### src/rtl/riscv_pipe_pkg.sv
// riscv_pipe_pkg: shared types and constants for the 5-stage pipeline control
// logic.
//   XLEN, REG_W   : PC/target width and register-address width
//   ctrl_state_t  : hazard controller FSM state (RUN, MEM_WAIT, REDIRECT)
//   ctrl_out_t    : bundle of the pipeline-register control outputs
//   load_use()    : load-use hazard detector
package riscv_pipe_pkg;

    localparam int XLEN  = 64;
    localparam int REG_W = 5;

    typedef enum logic [1:0] {
        RUN      = 2'd0,
        MEM_WAIT = 2'd1,
        REDIRECT = 2'd2
    } ctrl_state_t;

    typedef struct packed {
        logic            pc_we;
        logic            ifid_we;
        logic            idex_we;
        logic            exmem_we;
        logic            ifid_flush;
        logic            idex_flush;
        logic            pc_redirect;
        logic [XLEN-1:0] redirect_pc;
    } ctrl_out_t;

    // A load in EX whose destination is read by the instruction in ID.
    // x0 is never a real destination, so it never stalls.
    function automatic logic load_use(
        input logic             ex_valid,
        input logic             ex_mem_read,
        input logic [REG_W-1:0] ex_rd,
        input logic             id_valid,
        input logic             id_use_rs1,
        input logic [REG_W-1:0] id_rs1,
        input logic             id_use_rs2,
        input logic [REG_W-1:0] id_rs2
    );
        return ex_valid && ex_mem_read && (ex_rd != '0) && id_valid &&
               ((id_use_rs1 && (id_rs1 == ex_rd)) ||
                (id_use_rs2 && (id_rs2 == ex_rd)));
    endfunction

endpackage

### src/rtl/hazard_ctrl_if.sv
// hazard_ctrl_if: hazard-status inputs and pipeline-register controls
// exchanged between the datapath and the hazard controller.
//   master : datapath side (drives hazard status, receives controls)
//   slave  : hazard controller side
interface hazard_ctrl_if;
    import riscv_pipe_pkg::*;

    logic             id_valid;
    logic [REG_W-1:0] id_rs1;
    logic [REG_W-1:0] id_rs2;
    logic             id_use_rs1;
    logic             id_use_rs2;
    logic             ex_valid;
    logic             ex_mem_read;
    logic [REG_W-1:0] ex_rd;
    logic             ex_redirect;
    logic [XLEN-1:0]  ex_target;
    logic             mem_busy;

    logic             pc_we;
    logic             ifid_we;
    logic             idex_we;
    logic             exmem_we;
    logic             ifid_flush;
    logic             idex_flush;
    logic             pc_redirect;
    logic [XLEN-1:0]  redirect_pc;
    logic [1:0]       ctrl_state;

    modport master (
        output id_valid, id_rs1, id_rs2, id_use_rs1, id_use_rs2,
               ex_valid, ex_mem_read, ex_rd, ex_redirect, ex_target, mem_busy,
        input  pc_we, ifid_we, idex_we, exmem_we, ifid_flush, idex_flush,
               pc_redirect, redirect_pc, ctrl_state
    );

    modport slave (
        input  id_valid, id_rs1, id_rs2, id_use_rs1, id_use_rs2,
               ex_valid, ex_mem_read, ex_rd, ex_redirect, ex_target, mem_busy,
        output pc_we, ifid_we, idex_we, exmem_we, ifid_flush, idex_flush,
               pc_redirect, redirect_pc, ctrl_state
    );

endinterface

### src/rtl/hazard_ctrl_perf_cnt.sv
// hazard_perf_cnt: saturating performance counters for the hazard controller.
//   clk, reset    : core clock, asynchronous active-high reset
//   pc_we         : PC load enable; a cycle with it low is a stall cycle
//   ifid_flush    : IF/ID squash; each cycle with it high is a flush event
//   stall_cycles  : saturating count of stall cycles
//   flush_events  : saturating count of flush cycles
// Counters are held at 0 while reset is asserted, so the reset-time
// flush indication is not counted.
module hazard_perf_cnt (
    input  logic        clk,
    input  logic        reset,
    input  logic        pc_we,
    input  logic        ifid_flush,
    output logic [31:0] stall_cycles,
    output logic [31:0] flush_events
);

    always_ff @(posedge clk or posedge reset) begin
        if (reset) begin
            stall_cycles <= '0;
            flush_events <= '0;
        end else begin
            if (!pc_we && (stall_cycles != '1))
                stall_cycles <= stall_cycles + 32'd1;
            if (ifid_flush && (flush_events != '1))
                flush_events <= flush_events + 32'd1;
        end
    end

endmodule

### src/rtl/hazard_ctrl.sv
// hazard_ctrl: pipeline sequencing controller for the 5-stage RV64 core.
// Decides each cycle whether PC, IF/ID, ID/EX and EX/MEM load, hold or are
// squashed, for load-use hazards, EX-resolved redirects and data-memory waits.
// A redirect seen while memory is busy is latched and replayed afterwards.
//   clk, reset : core clock, asynchronous active-high reset
//   bus        : hazard_ctrl_if.slave (hazard status in, controls out)
//   stall_cycles, flush_events : perf counters, only with HAZARD_PERF_EN
// Optional feature macro: HAZARD_PERF_EN.
// All outputs are Mealy: combinational from state, pending redirect and inputs.
module hazard_ctrl
    import riscv_pipe_pkg::*;
(
    input  logic         clk,
    input  logic         reset,
    hazard_ctrl_if.slave bus
`ifdef HAZARD_PERF_EN
    ,
    output logic [31:0]  stall_cycles,
    output logic [31:0]  flush_events
`endif
);

    ctrl_state_t     state, state_nxt;
    logic            pending;
    logic [XLEN-1:0] pend_pc;
    logic            lu;
    ctrl_out_t       run_o;
    ctrl_out_t       o;

    assign lu = load_use(bus.ex_valid, bus.ex_mem_read, bus.ex_rd, bus.id_valid,
                         bus.id_use_rs1, bus.id_rs1, bus.id_use_rs2, bus.id_rs2);

    // State register
    always_ff @(posedge clk or posedge reset) begin
        if (reset) state <= RUN;
        else       state <= state_nxt;
    end

    // Deferred redirect: captured when memory stalls a redirecting EX
    // instruction, consumed by the REDIRECT state.
    always_ff @(posedge clk or posedge reset) begin
        if (reset) begin
            pending <= 1'b0;
            pend_pc <= '0;
        end else if ((state == RUN) && bus.mem_busy && bus.ex_redirect) begin
            pending <= 1'b1;
            pend_pc <= bus.ex_target;
        end else if (state == REDIRECT) begin
            pending <= 1'b0;
        end
    end

    // Next-state logic
    always_comb begin
        state_nxt = state;
        case (state)
            RUN:      state_nxt = bus.mem_busy ? MEM_WAIT : RUN;
            MEM_WAIT: begin
                if (!bus.mem_busy)
                    state_nxt = pending ? REDIRECT : RUN;
            end
            REDIRECT: state_nxt = RUN;
            default:  state_nxt = RUN;
        endcase
    end

    // Normal-run evaluation; also used on the MEM_WAIT exit cycle when no
    // redirect is pending, so a load-use still present there is honoured.
    always_comb begin
        run_o = '0;
        if (bus.mem_busy) begin
            run_o = '0;
        end else if (bus.ex_redirect) begin
            // The redirect squashes the ID instruction, so any stall is moot.
            run_o.pc_we       = 1'b1;
            run_o.ifid_we     = 1'b1;
            run_o.idex_we     = 1'b1;
            run_o.exmem_we    = 1'b1;
            run_o.ifid_flush  = 1'b1;
            run_o.idex_flush  = 1'b1;
            run_o.pc_redirect = 1'b1;
            run_o.redirect_pc = bus.ex_target;
        end else if (lu) begin
            // Hold PC and IF/ID, push a bubble into ID/EX.
            run_o.idex_we     = 1'b1;
            run_o.exmem_we    = 1'b1;
            run_o.idex_flush  = 1'b1;
        end else begin
            run_o.pc_we       = 1'b1;
            run_o.ifid_we     = 1'b1;
            run_o.idex_we     = 1'b1;
            run_o.exmem_we    = 1'b1;
        end
    end

    // Output logic
    always_comb begin
        o = '0;
        if (reset) begin
            o.ifid_flush = 1'b1;
            o.idex_flush = 1'b1;
        end else begin
            case (state)
                RUN:      o = run_o;
                MEM_WAIT: begin
                    // Frozen while busy; the exit cycle toward REDIRECT
                    // also keeps everything held.
                    if (!bus.mem_busy && !pending)
                        o = run_o;
                end
                REDIRECT: begin
                    o.pc_we       = 1'b1;
                    o.idex_we     = 1'b1;
                    o.exmem_we    = 1'b1;
                    o.ifid_flush  = 1'b1;
                    o.idex_flush  = 1'b1;
                    o.pc_redirect = 1'b1;
                    o.redirect_pc = pend_pc;
                end
                default:  o = '0;
            endcase
        end
    end

    assign bus.pc_we       = o.pc_we;
    assign bus.ifid_we     = o.ifid_we;
    assign bus.idex_we     = o.idex_we;
    assign bus.exmem_we    = o.exmem_we;
    assign bus.ifid_flush  = o.ifid_flush;
    assign bus.idex_flush  = o.idex_flush;
    assign bus.pc_redirect = o.pc_redirect;
    assign bus.redirect_pc = o.redirect_pc;
    assign bus.ctrl_state  = state;

`ifdef HAZARD_PERF_EN
    hazard_perf_cnt u_perf (
        .clk          (clk),
        .reset        (reset),
        .pc_we        (o.pc_we),
        .ifid_flush   (o.ifid_flush),
        .stall_cycles (stall_cycles),
        .flush_events (flush_events)
    );
`endif

endmodule

### src/flat_wrapper.sv
// flat-port wrapper written by rule: the top's interface ports become plain ports
module hazard_ctrl_flat import riscv_pipe_pkg::*;
  (clk, reset, bus_id_valid, bus_id_rs1, bus_id_rs2, bus_id_use_rs1, bus_id_use_rs2, bus_ex_valid, bus_ex_mem_read, bus_ex_rd, bus_ex_redirect, bus_ex_target, bus_mem_busy, bus_pc_we, bus_ifid_we, bus_idex_we, bus_exmem_we, bus_ifid_flush, bus_idex_flush, bus_pc_redirect, bus_redirect_pc, bus_ctrl_state);
  hazard_ctrl_if bus_i ();
  input  logic clk;
  input  logic reset;
  input wire logic [$bits(bus_i.id_valid)-1:0] bus_id_valid;
  input wire logic [$bits(bus_i.id_rs1)-1:0] bus_id_rs1;
  input wire logic [$bits(bus_i.id_rs2)-1:0] bus_id_rs2;
  input wire logic [$bits(bus_i.id_use_rs1)-1:0] bus_id_use_rs1;
  input wire logic [$bits(bus_i.id_use_rs2)-1:0] bus_id_use_rs2;
  input wire logic [$bits(bus_i.ex_valid)-1:0] bus_ex_valid;
  input wire logic [$bits(bus_i.ex_mem_read)-1:0] bus_ex_mem_read;
  input wire logic [$bits(bus_i.ex_rd)-1:0] bus_ex_rd;
  input wire logic [$bits(bus_i.ex_redirect)-1:0] bus_ex_redirect;
  input wire logic [$bits(bus_i.ex_target)-1:0] bus_ex_target;
  input wire logic [$bits(bus_i.mem_busy)-1:0] bus_mem_busy;
  output wire logic [$bits(bus_i.pc_we)-1:0] bus_pc_we;
  output wire logic [$bits(bus_i.ifid_we)-1:0] bus_ifid_we;
  output wire logic [$bits(bus_i.idex_we)-1:0] bus_idex_we;
  output wire logic [$bits(bus_i.exmem_we)-1:0] bus_exmem_we;
  output wire logic [$bits(bus_i.ifid_flush)-1:0] bus_ifid_flush;
  output wire logic [$bits(bus_i.idex_flush)-1:0] bus_idex_flush;
  output wire logic [$bits(bus_i.pc_redirect)-1:0] bus_pc_redirect;
  output wire logic [$bits(bus_i.redirect_pc)-1:0] bus_redirect_pc;
  output wire logic [$bits(bus_i.ctrl_state)-1:0] bus_ctrl_state;
  assign bus_i.id_valid = bus_id_valid;
  assign bus_i.id_rs1 = bus_id_rs1;
  assign bus_i.id_rs2 = bus_id_rs2;
  assign bus_i.id_use_rs1 = bus_id_use_rs1;
  assign bus_i.id_use_rs2 = bus_id_use_rs2;
  assign bus_i.ex_valid = bus_ex_valid;
  assign bus_i.ex_mem_read = bus_ex_mem_read;
  assign bus_i.ex_rd = bus_ex_rd;
  assign bus_i.ex_redirect = bus_ex_redirect;
  assign bus_i.ex_target = bus_ex_target;
  assign bus_i.mem_busy = bus_mem_busy;
  assign bus_pc_we = bus_i.pc_we;
  assign bus_ifid_we = bus_i.ifid_we;
  assign bus_idex_we = bus_i.idex_we;
  assign bus_exmem_we = bus_i.exmem_we;
  assign bus_ifid_flush = bus_i.ifid_flush;
  assign bus_idex_flush = bus_i.idex_flush;
  assign bus_pc_redirect = bus_i.pc_redirect;
  assign bus_redirect_pc = bus_i.redirect_pc;
  assign bus_ctrl_state = bus_i.ctrl_state;
  hazard_ctrl u_core (.clk(clk), .reset(reset), .bus(bus_i));
endmodule
### config.mk
export PLATFORM = sky130hd
export DESIGN_NAME = hazard_ctrl_flat
export DESIGN_NICKNAME = d
export VERILOG_FILES = /design/src/rtl/riscv_pipe_pkg.sv /design/src/rtl/hazard_ctrl_if.sv /design/src/rtl/hazard_ctrl_perf_cnt.sv /design/src/rtl/hazard_ctrl.sv /design/src/flat_wrapper.sv
export SDC_FILE = /design/constraint.sdc
export NUM_CORES = 1
export LEC_CHECK = 0
export BUFFER_PORTS_ARGS = -buffer_cell sky130_fd_sc_hd__buf_2
export CAP_MARGIN = 10
export CORE_MARGIN = 5
export CORE_UTILIZATION = 44
export DETAILED_ROUTE_END_ITERATION = 10
export PLACE_DENSITY_LB_ADDON = 0.2
export SLEW_MARGIN = 20
export SYNTH_ARGS = -nofsm -noshare
export SYNTH_HDL_FRONTEND = slang
export SYNTH_SLANG_ARGS = --single-unit
### constraint.sdc
create_clock -name clk -period 2.1 [get_ports clk]
set_input_delay 0 -clock clk [delete_from_list [all_inputs] [get_ports clk]]
set_output_delay 0 -clock clk [all_outputs]
set_load 0.03 [all_outputs]
==> results.toml, run 1 <==
[setup_path]
cp_top_family = "flip-flops"
cp_cell_sequence = "a211oi_4 > buf_4 > and2_2 > a22oi_1 > nor2_1 > buf_2"
crit_path_max_incr_delay_ns = 0.47
critPathMaxFanout = 12
path_class = "reg -> out"
endpoint_kind = "output port"
cp-start-kind = "flip-flop"
cp.arrival_ns = 1.99
crit_cells = 6
worstPathRequired_ns = 2.10
reg2regPathDepth = 4
cp_num_buf_inv = 2
cp_slowest_cell = "dfrtp_2"

[floorplan]
core_area_um2 = 8640
initial_core_util_pct = 44.5
die_y_um = 103
chipWidth_um = 103
die_area_um2 = 10700
io_pins = 161
std_cell_rows = 34

[cts]
cts_max_path_buffers = 2
htree_levels = 3
clockRootBuffer = "clkbuf_8"
cts_buffers = 9
cts.sinks = 67
cts_tree = "built"
clk_pin_slew_ns = 0.08
clkLatencyLatePin_ns = 0.33

[global_route]
grt_max_degree = 43
grt_pass1_wl_mm = 17.2
met3_usage_pct = 3.02
grt_util_met1_pct = 26.0
grt_pass1_vias = 3481
grt_overflow = 0
top_usage_layer = "met2"
use_met2_pct = 35.6
antenna_found_initial = 0
grt_usage_pct = 20.2

[hold_path]
whs_path_depth = 3
hp-class = "in -> reg"

[route]
routedWlPerCell_um = 16.2
dr.pass1.iters = 4
num_vias = 3416
wl_mm = 10.8
post-route-drc-count = 0
vias_per_cell = 5.11
drt_iter0_markers = 98
final_antenna_net_count = 0

[place]
place_area_um2 = 4680
gp_congestion = 0.768
dpl.hpwl_mm = 7.03
place.port_buffers = 160

[final_layout]
layout.area.seq_um2 = 1680
final_layout_size_suffix_gt1_share_pct = 47.5
finalInstanceArea_um2 = 5620
nFillCells = 715
areaGrowthSynthToFinish_pct = 46.1
antenna_cells = 0
multi_input_area_um2 = 1920
fin_nets = 643
final_util_pct = 65.1

[timing]
worst_pin_slew_ns = 0.503
max_freq_mhz = 503
setup_violations = 0
finClkSkew_ns = 0.0125
slew_headroom_pct = 66.5
fin_crit_sh_pct = 94.7
drv_slew = 0
final-hold-violation-count = 0
setup_tns_ns = 0
finalCriticalPeriod_ns = 1.99

[synthesis]
synth_fp_nets = 418
netlist_instances = 330
yosys_warnings = 0
yosys_most_used_dff = "dfrtp_1"
ys_types = 30
synth-seq-area-share_pct = 43.6
synth_area_leaders = "dfrtp_1, mux2_4, a22oi_1"
synth_top_area_share_pct = 43.6
async_reset_ff_share_pct = 100
synth_top_cell_by_area = "dfrtp_1"
ys_seq_elements = 67
synth-edff-count = 0
syn-cell-area_um2 = 3840
syn_area_per_cell_um2 = 11.7

[power]
p_total_w = 0.00471
p_leak_nw = 2.71
worst_ir_drop_vdd_v = 0.000411
p_per_area_nw_per_um2 = 838

[run_status]
outcome = "completed"

[job]
drv_cap = 0
==> area by class of cell <==
type	count	area share [%]
flip-flops and latches	67	29.9
repair buffers	242	29.3
multi-input cells	232	34.1
clock buffers	12	2.76
inverters	3	0.267
clock inverters	4	1.29
well taps	108	2.41
==> stage by stage <==
step	instances	setup WS, ns	hold slack [ns]
3_5_place_dp	582	0.274	0.184
2_1_floorplan	330	0.114	0.0712
6_report	668	0.110	0.315
5_1_grt	668	-0.000367	0.332
4_1_cts	666	0.0281	0.312
3_3_place_gp	582	0.330	0.183
==> cells in the mapped netlist (all sizes together), types with 2 or more instances <==
master	n
clkbuf	10
buf	19
inv	3
mux2	64
nor3	2
nand4	2
dfrtp	67
a22oi	64
nor2b	2
nand2	6
xnor2	10
nor2	69
==> layout by cell type, fill, tap and decap left out, types with 2 or more instances in the layout <==
cell type,count
mux2_4,49
nand4_1,2
buf_2,160
inv_1,2
buf_12,5
clkinvlp_4,2
xnor2_1,10
dfrtp_1,66
nor3_1,2
clkbuf_8,11
bufinv_16,2
buf_4,11
nand2_1,5
a22oi_1,64
nor2_1,69
mux2_2,15
dlygate4sd3_1,66
==> sequential cells by signal, indices dropped and copies added (netlist names) <==
signal and count:
u_core.pend_pc 64, u_core.bus.ctrl_state 2, u_core.pending 1
==> repair_timing <==
action	in CTS	in global routing
endpoints found under the hold margin	94	0
setup endpoints to repair	45	54
cloned	1	0
pin swaps	1	1
setup buffers	1	2
hold buffers	66	0
resized for setup	1	1
==> worst register-to-register path: stages (launching register included) <==
cell and delay, ns:
dfrtp_1 0.46, nor2b_2 0.15, and3b_4 0.40, buf_4 0.26
mux2_2 0.36
==> worst paths after layout <==
path / startpoint / to / slack [ns]
min reg2reg: u_core.pend_pc[46] / u_core.pend_pc[46] / 0.51
min in group asynchronous: reset / u_core.pend_pc[45] / 0.38
max: u_core.bus.ctrl_state[0] / bus_redirect_pc[12] / 0.11
min: bus_ex_redirect / u_core.pending / 0.32
max reg2reg: u_core.bus.ctrl_state[1] / u_core.pend_pc[56] / 0.37
max in group asynchronous: reset / u_core.bus.ctrl_state[0] / 0.85
==> power breakdown <==
group / total (W) / leakage, nW / internal, W / switching (W)
Sequential: 0.00192 / 0.785 / 0.00168 / 0.000241
Combinational: 0.00157 / 1.82 / 0.000855 / 0.000714
Clock: 0.00122 / 0.113 / 0.000733 / 0.000488
Total: 0.00471 / 2.71 / 0.00327 / 0.00144
==> cell families (layout without fill, tap and decap cells) <==
kind of cell	Yosys count	count (layout)	share of synthesized area (%)
DFF	67	67	43.6
AOI/OAI and AO/OA	71	71	14.0
xor gates and xnor gates	10	10	2.28
and+or+nand+nor	86	87	9.37
buffers and inverters	32	261	7.26
muxes	64	64	23.5
==> metal layers <==
metal  vias to the layer above  wire, um
met3                        10       512
met4                         0        92
li1                       1634         -
met1                      1690      4430
met5                         -         0
met2                        82      5770
Power figures use the tool's default switching activity.
==> run 2: changes to the inputs <==
Settings changed: SETUP_SLACK_MARGIN set to 0.2.
==> run 2 against run 1 <==
Effect of this change: sequential cell count unchanged; critical path type unchanged; final area increased by 4.4%; register-to-register slack improved by 0.14 ns; clock-buffer cell count decreased by 1; final cell count increased by 0.15%; die area unchanged; via count increased by 0.56%; critical path depth increased by 1; wire length increased by 4.1%; worst hold slack improved by 0.095 ns; critical endpoint is now bus_redirect_pc[8]; power increased by 3.8%.
==> results.toml, run 2 (same netlist as run 1, synthesis figures left out) <==
[hold_path]
hold_start = "bus_ex_redirect"
whs_path_depth = 4
hp-class = "in -> reg"
hold-path-endpoint = "u_core.pending"

[global_route]
antenna_found_initial = 0
grt_overflow = 0
grt_usage_pct = 20.0
grt_pass1_wl_mm = 16.9
grt_pass1_vias = 3562
grt_max_degree = 44

[timing]
finalCriticalPeriod_ns = 1.89
setup_tns_ns = 0
drv_slew = 0
slew_headroom_pct = 69.4
final-hold-violation-count = 0
max_freq_mhz = 530
finClkSkew_ns = 0.0132
rsz0062_at_grt = "yes"
worst_pin_slew_ns = 0.459
fin_crit_sh_pct = 89.9
setup_violations = 0
setup_ws_ns = 0.213

[setup_path]
reg2regPathDepth = 4
endpoint_kind = "output port"
cp_slowest_cell = "dfrtp_1"
cp_top_family = "buffers and inverters"
crit_cells = 7
crit_start = "u_core.pending"
worstPathRequired_ns = 2.10
cp_num_buf_inv = 3
path_class = "reg -> out"
r2r_slack_ns = 0.51
r2r_start = "u_core.bus.ctrl_state[1]"
crit_path_max_incr_delay_ns = 0.43
cp_cell_sequence = "a211oi_4 > and2_4 > buf_12 > clkbuf_16 > a22oi_2 > nor2_1 > buf_4"
critPathMaxFanout = 6
r2r_end = "u_core.pend_pc[55]"
cp-start-kind = "flip-flop"
cp.arrival_ns = 1.89

[floorplan]
std_cell_rows = 34
initial_core_util_pct = 44.5
chipWidth_um = 103
io_pins = 161
die_y_um = 103
core_area_um2 = 8640
die_area_um2 = 10700

[final_layout]
antenna_cells = 0
stdcell_count = 669
layout.area.seq_um2 = 1680
fin_nets = 644
top_register = "u_core.pend_pc"
areaGrowthSynthToFinish_pct = 52.5
mostFrequentLayoutCells = "buf_2, nor2_1, dlygate4sd3_1"
largest_reg_flops = 64
nFillCells = 671
final_layout_size_suffix_gt1_share_pct = 48.7
multi_input_area_um2 = 1940
layout_commonest_cell = "buf_2"

[power]
p_leak_nw = 2.75
worst_ir_drop_vdd_v = 0.000463
p_per_area_nw_per_um2 = 834

[run_status]
outcome = "completed"

[cts]
clkLatencyLatePin_ns = 0.33
cts_buffers = 9
htree_levels = 3
cts.sinks = 67
clk_pin_slew_ns = 0.07
clockRootBuffer = "clkbuf_8"
cts_tree = "built"
cts_max_path_buffers = 2

[place]
post-place-ws_ns = 0.435
dpl.hpwl_mm = 6.52
dp.cells = 579
place.port_buffers = 160
gp_congestion = 0.781

[route]
post-route-drc-count = 0
vias_per_cell = 5.13
routedWlPerCell_um = 16.8
num_vias = 3435
dr.pass1.iters = 4
wl_mm = 11.2
final_antenna_net_count = 0
drt_iter0_markers = 154

[job]
drv_cap = 0
[run 2: stage by stage]
step	hold slack [ns]	util, %	power (W)	area (um^2)
after floorplan	0.0699	-	0.00300	3860
after global placement	0.200	53.9	0.00331	4660
after detailed placement	0.206	53.9	0.00334	4660
after CTS	0.401	66.0	0.00484	5700
after global routing	0.416	67.9	0.00515	5860
final	0.411	67.9	0.00489	5860
[run 2: worst reg2reg max path: stages, from the launching register on]
cell and delay [ns]:
dfrtp_2 0.46, nor2b_2 0.14, and3b_4 0.25, buf_12 0.25, mux2_2 0.38
[run 2: repair_timing]
item,4_1_cts,5_1_grt
hold buffers,66,0
setup endpoints to repair,67,67
pin swaps,2,6
setup buffers,2,2
endpoints found under the hold margin,133,0
gates cloned,1,3
gates resized for setup,31,39
[run 2: how the worst max path moves through the flow]
stage | to | slack [ns]
2_1_floorplan | bus_redirect_pc[10] | 0.25
3_3_place_gp | bus_idex_flush | 0.48
3_5_place_dp | bus_idex_flush | 0.44
4_1_cts | bus_idex_flush | 0.19
5_1_grt | bus_redirect_pc[8] | 0.13
6_report | bus_redirect_pc[8] | 0.21
[run 2: cell type report]
class                      count  area share, %
multi-input combinational    231           33.1
tap                          108           2.30
sequential                    67           28.6
timing repair buffer         244           31.6
clock buffer                  11           2.41
inverter                       3          0.256
clock inverter                 5           1.71
[run 2: metal layers]
layer	GRT usage (%)	wire, um	vias to the layer above	share of wire, %
met2	34.5	5950	104	53
met4	7.27	192	0	1.7
li1	-	-	1635	-
met1	24.9	4540	1679	40
met3	3.96	559	17	5.0
met5	0	0	-	0
[run 2: power breakdown]
| part | switching, W | internal (W) | total, W |
|---|---|---|---|
| logic | 0.000738 | 0.000933 | 0.00167 |
| registers | 0.000233 | 0.00168 | 0.00191 |
| clock network | 0.000488 | 0.000819 | 0.00131 |
| total | 0.00146 | 0.00343 | 0.00489 |
